[src/rtl/fifo_pkg.sv]
// Shared constants and buffer-state encoding for the
// async_fifo read-side drain path.
package fifo_pkg;

  localparam int DEF_DATA_WIDTH = 8;
  localparam int SKID_DEPTH = 2;

  typedef enum logic [1:0] {
    BUF_EMPTY = 2'd0,
    BUF_ONE   = 2'd1,
    BUF_TWO   = 2'd2
  } buf_state_t;

endpackage

[src/rtl/fifo_skid_buf.sv]
// Two-entry head/tail skid register pair; head is
// always the oldest word, tail only used when full.
module fifo_skid_buf
  import fifo_pkg::*;
#(
  parameter int DATA_WIDTH = DEF_DATA_WIDTH
) (
  input  logic                  clk,
  input  logic                  rst_n,
  input  logic                  push,
  input  logic [DATA_WIDTH-1:0] din,
  input  logic                  pop,
  output logic [DATA_WIDTH-1:0] head,
  output logic [1:0]            cnt,
  output logic                  valid
);

  buf_state_t state_q, state_d;
  logic [DATA_WIDTH-1:0] head_q, head_d;
  logic [DATA_WIDTH-1:0] tail_q, tail_d;

  always_ff @(posedge clk or negedge rst_n) begin
    if (!rst_n) begin
      state_q <= BUF_EMPTY;
      head_q  <= '0;
      tail_q  <= '0;
    end else begin
      state_q <= state_d;
      head_q  <= head_d;
      tail_q  <= tail_d;
    end
  end

  always_comb begin
    state_d = state_q;
    head_d  = head_q;
    tail_d  = tail_q;
    unique case (state_q)
      BUF_EMPTY: begin
        if (push) begin
          head_d  = din;
          state_d = BUF_ONE;
        end
      end
      BUF_ONE: begin
        if (push && pop) begin
          head_d = din;
        end else if (push) begin
          tail_d  = din;
          state_d = BUF_TWO;
        end else if (pop) begin
          state_d = BUF_EMPTY;
        end
      end
      BUF_TWO: begin
        // credit logic never pushes while full
        if (pop) begin
          head_d  = tail_q;
          state_d = BUF_ONE;
        end
      end
      default: state_d = BUF_EMPTY;
    endcase
  end

  assign head  = head_q;
  assign cnt   = state_q;
  assign valid = (state_q != BUF_EMPTY);

endmodule

[src/rtl/fifo_rd_stream.sv]
// async_fifo read drain to valid/ready stream with packet tagging.
// Optional counters: define FIFO_RD_STREAM_STATS_EN.
module fifo_rd_stream
  import fifo_pkg::*;
#(
  parameter int DATA_WIDTH = DEF_DATA_WIDTH,
  parameter int PKT_LEN    = 8
) (
  input  logic                  rd_clk,
  input  logic                  rst_n,
  input  logic                  empty,
  input  logic [DATA_WIDTH-1:0] dout,
  output logic                  rd_en,
  output logic                  m_valid,
  input  logic                  m_ready,
  output logic [DATA_WIDTH-1:0] m_data,
  output logic                  m_last
`ifdef FIFO_RD_STREAM_STATS_EN
  ,
  output logic [31:0]           beat_cnt,
  output logic [15:0]           stall_cnt
`endif
);

  localparam int CNT_W = $clog2(PKT_LEN) + 1;
  localparam logic [CNT_W-1:0] LAST_IDX = CNT_W'(PKT_LEN - 1);

  logic             inflight_q;
  logic [CNT_W-1:0] pkt_cnt_q;
  logic [1:0]       cnt;
  logic             pop;
  logic             is_last;
  logic [2:0]       used;
  logic [2:0]       room;

  assign pop = m_valid && m_ready;

  // credit = room - used; a read is allowed while it stays positive
  assign used  = {1'b0, cnt} + {2'b0, inflight_q};
  assign room  = 3'(SKID_DEPTH) + {2'b0, pop};
  assign rd_en = rst_n && !empty && (room > used);

  always_ff @(posedge rd_clk or negedge rst_n) begin
    if (!rst_n) begin
      inflight_q <= 1'b0;
    end else begin
      inflight_q <= rd_en;
    end
  end

  fifo_skid_buf #(
    .DATA_WIDTH(DATA_WIDTH)
  ) u_skid (
    .clk   (rd_clk),
    .rst_n (rst_n),
    .push  (inflight_q),
    .din   (dout),
    .pop   (pop),
    .head  (m_data),
    .cnt   (cnt),
    .valid (m_valid)
  );

  assign is_last = (pkt_cnt_q == LAST_IDX);
  assign m_last  = m_valid && is_last;

  always_ff @(posedge rd_clk or negedge rst_n) begin
    if (!rst_n) begin
      pkt_cnt_q <= '0;
    end else if (pop) begin
      pkt_cnt_q <= is_last ? '0 : pkt_cnt_q + 1'b1;
    end
  end

`ifdef FIFO_RD_STREAM_STATS_EN
  always_ff @(posedge rd_clk or negedge rst_n) begin
    if (!rst_n) begin
      beat_cnt  <= '0;
      stall_cnt <= '0;
    end else begin
      if (pop) begin
        beat_cnt <= beat_cnt + 32'd1;
      end
      if (m_valid && !m_ready && stall_cnt != 16'hFFFF) begin
        stall_cnt <= stall_cnt + 16'd1;
      end
    end
  end
`endif

endmodule
[config.mk]
export PLATFORM = sky130hd
export DESIGN_NAME = fifo_rd_stream
export DESIGN_NICKNAME = d
export VERILOG_FILES = /design/src/rtl/fifo_pkg.sv /design/src/rtl/fifo_skid_buf.sv /design/src/rtl/fifo_rd_stream.sv
export SDC_FILE = /design/constraint.sdc
export NUM_CORES = 1
export LEC_CHECK = 0
export ABC_AREA = 1
export BUFFER_PORTS_ARGS = -buffer_cell sky130_fd_sc_hd__buf_4
export CORE_ASPECT_RATIO = 1.4
export CORE_MARGIN = 2
export CORE_UTILIZATION = 52
export CTS_CLUSTER_SIZE = 40
export DETAILED_ROUTE_END_ITERATION = 8
export MAX_ROUTING_LAYER = met4
export PLACE_DENSITY = 0.76
export SLEW_MARGIN = 20
export SYNTH_ARGS = -nofsm -noshare
export SYNTH_HDL_FRONTEND = slang
export SYNTH_SLANG_ARGS = --single-unit
[constraint.sdc]
create_clock -name rd_clk -period 1.7 [get_ports rd_clk]
set_input_delay 0.085 -clock rd_clk [delete_from_list [all_inputs] [get_ports rd_clk]]
set_output_delay 0.085 -clock rd_clk [all_outputs]
set_load 0.005 [all_outputs]
==> summary.txt <==
Run status
  • Run status: complete, but fails checks
  • Violated checks: setup timing

Synth
  • Area share of the largest cell type after synthesis: 48.5%
  • Synthesized net count: 167
  • Summed instance area of the synthesized netlist: 1190 µm²
  • Number of synthesized register bits: 23
  • Most used standard cells in the synthesized netlist: sky130_fd_sc_hd__nand2_1, sky130_fd_sc_hd__dfrtp_1, sky130_fd_sc_hd__nand3_1, sky130_fd_sc_hd__inv_1, sky130_fd_sc_hd__ha_1
  • Most used standard cell by instance count after synthesis: sky130_fd_sc_hd__nand2_1
  • Post-synthesis average cell area: 7.91 µm²
  • Main synth FF type: sky130_fd_sc_hd__dfrtp_1
  • Count of different cell masters after synthesis: 19
  • Cell type with the highest aggregate area in the netlist: sky130_fd_sc_hd__dfrtp_1
  • Cell count after synthesis: 150
  • Sequential-to-total area share from yosys stat: 48.5%
  • Number of warnings issued by yosys: 0
  • Leading post-synthesis cells by cell area: sky130_fd_sc_hd__dfrtp_1, sky130_fd_sc_hd__nand2_1, sky130_fd_sc_hd__nand3_1, sky130_fd_sc_hd__ha_1, sky130_fd_sc_hd__inv_1
  • Number of enable-type register cells in the synthesized netlist: 0
  • Async SR Flop Fraction: 100%

Cells and area
  • Share of the core filled with cells in the final layout: 74.8%
  • Layout area overhead: 37.3%
  • Fill cell count: 170
  • Fraction of final layout cells sized beyond drive strength 1: 33.3%
  • # diodes: 0
  • Final nets: 213

Global routing
  • Antenna violations before repair: 0
  • All-Layer GR Usage: 24.5%
  • Pin count of the biggest net entering global routing: 25
  • Via count of the first global-routing pass: 1101
  • GR Overflow Total: 0
  • First-pass GRT wire length: 4.67 mm

Worst setup path
  • FF-to-FF Start: u_skid.cnt[0]
  • Number of cells traversed by the worst register-to-register path: 11
  • CP Class: register to output port
  • CP max FO: 2
  • Critical path capture point: rd_en
  • Data arrival time of the critical path: 1680 ps
  • Timing startpoint of the critical path: inflight_q
  • CP Launch Type: register
  • Data required, critical path: 1620 ps
  • Crit path capture type: output port
  • Critical register-to-register path endpoint: pkt_cnt_q[1]
  • Minimum setup slack among reg-to-reg paths: 90 ps

STA
  • Post-Route Hold Slack: 2.67 ps
  • Final worst path period share: 104%
  • Slew at the pin with the worst max-slew slack: 364 ps
  • Number of failing hold endpoints at the final stage: 0
  • Period minus WS final: 1770 ps
  • Final count of negative-setup-slack endpoints: 1
  • Setup repair after global routing missed its margin: yes
  • Clock skew after layout: 3.97 ps
  • Relative slew slack: 75.7%
  • Fmax: 566 MHz
  • Final Max Tran Viols: 0
  • Minimum setup slack in the final design: -66.9 ps

Clock tree
  • H-Tree Level Count: 1
  • Clock tree root driver cell: sky130_fd_sc_hd__clkbuf_4
  • CTS clk-pin slew, worst paths: 130 ps
  • Clock tree from TritonCTS: yes
  • TritonCTS Sinks: 23
  • Number of buffers created by CTS: 3
  • Clock buffer depth: 2
  • Clock latency on the worst-skew pair: 320 ps

Floorplanning
  • Standard cell core area: 2180 µm²
  • Die Width: 44.4 µm
  • Effective utilization at floorplan: 54.5%
  • Die area: 2680 µm²
  • Number of placement rows: 20
  • Number of primary I/O pins: 23
  • Die Y: 60.5 µm

Placed design
  • Dpl hpwl: 1.82 mm
  • Worst slack at placement: 194 ps
  • Placer congestion estimate: 0.787
  • IO buf count: 22

Route
  • DRC errors left: 0
  • Total number of vias: 1130
  • Average detailed-routed wire length per instance: 13.6 µm
  • DR iter-0 viols: 45
  • Detailed Routing Iterations Pass 1: 4
  • Routed Wire Length: 2.96 mm
  • Average via count per standard cell: 5.21
  • Number of routed nets with antenna violations: 0

Power
  • Power density of the placed cells: 1430 nW/µm²
  • Largest vdd supply drop: 0.00107 V
  • Leakage power figure: 0.000887 µW
  • Total Power: 2340 µW

Worst hold path
  • Hold/Removal Path Class: primary input to register

Run
  • Max-capacitance violation count: 0
through the flow:
stage | cells | area (µm²) | setup TNS, ps
CTS | 212 | 1580 | -84.4
floorplan | 150 | 1190 | 0
finish | 217 | 1630 | -66.9
global route | 217 | 1630 | -166
detailed placement | 196 | 1390 | 0
global placement | 196 | 1390 | 0
how the worst min path moves through the flow:
stage	startpoint	to	slack (ps)	cells after the start
after floorplan	rst_n	inflight_q	-210	0
after global placement	rst_n	u_skid.tail_q[3]	-5	1
after detailed placement	rst_n	u_skid.tail_q[3]	-2	1
after CTS	dout[1]	u_skid.tail_q[1]	3	3
after global routing	dout[1]	u_skid.tail_q[1]	3	3
final	dout[3]	u_skid.tail_q[3]	3	3
cells in the final DEF, fill, tap and decap left out, drive strengths merged, types with 3 or more instances in the layout:
| cell type | instances |
|---|---|
| dfrtp | 23 |
| nor2 | 8 |
| dlygate4sd3 | 4 |
| ha | 5 |
| clkbuf | 3 |
| buf | 38 |
| inv | 12 |
| o21ai | 4 |
| nand2 | 73 |
| nand3 | 20 |
critical path, cell delays in order (launching register included):
cell and delay (ps):
sky130_fd_sc_hd__dfrtp_1 460, sky130_fd_sc_hd__ha_4 160, sky130_fd_sc_hd__inv_1 60, sky130_fd_sc_hd__ha_4 260
sky130_fd_sc_hd__inv_1 40, sky130_fd_sc_hd__nor2_2 90, sky130_fd_sc_hd__o22ai_2 70, sky130_fd_sc_hd__nor2_2 100
sky130_fd_sc_hd__buf_4 120
cell families (layout without fill, tap and decap cells):
family / count (synthesis) / count (layout) / synth area share (%)
simple gates: 102 / 102 / 37.1
flops: 23 / 23 / 48.5
buf+inv: 13 / 58 / 4.75
compound gates: 6 / 6 / 3.59
fa+ha+maj: 5 / 5 / 5.27
xor+xnor: 1 / 1 / 0.739
sequential cells by signal (all words and copies together) (netlist names):
signal	cells
inflight_q	1
u_skid.head	8
u_skid.tail_q	8
pkt_cnt_q	4
u_skid.cnt	2
final cells by class:
| type | count | area [µm²] | share of cell area, % |
|---|---|---|---|
| Multi-Input combinational cell | 114 | 623 | 38.2 |
| Timing Repair Buffer | 42 | 329 | 20.2 |
| Tap cell | 22 | 27.5 | 1.69 |
| Sequential cell | 23 | 577 | 35.4 |
| Clock buffer | 3 | 22.5 | 1.38 |
| Inverter | 12 | 45.0 | 2.76 |
| Clock inverter | 1 | 5.00 | 0.307 |
power by group:
| part | internal, µW | switching (µW) | leakage, µW |
|---|---|---|---|
| registers | 789 | 177 | 0.000288 |
| logic | 547 | 562 | 0.000581 |
| clock network | 88.1 | 173 | 0.0000177 |
| total | 1420 | 912 | 0.000887 |
per-layer routing:
metal / vias to the layer above / part of all wire, % / track usage (%)
li1: 565 / - / -
met1: 519 / 39 / 25.2
met2: 36 / 52 / 42.4
met3: 10 / 4.7 / 5.36
met4: 0 / 3.9 / 13.9
met5: - / 0 / -
timing repair:
| action | CTS | global route |
|---|---|---|
| endpoints found under the setup margin | 1 | 3 |
| pin swaps | 8 | 6 |
| buffers inserted | 10 | 4 |
| hold endpoints to repair | 24 | 2 |
| hold buffers | 2 | 2 |
| resized for setup | 12 | 4 |
Power figures use the tool's default switching activity.
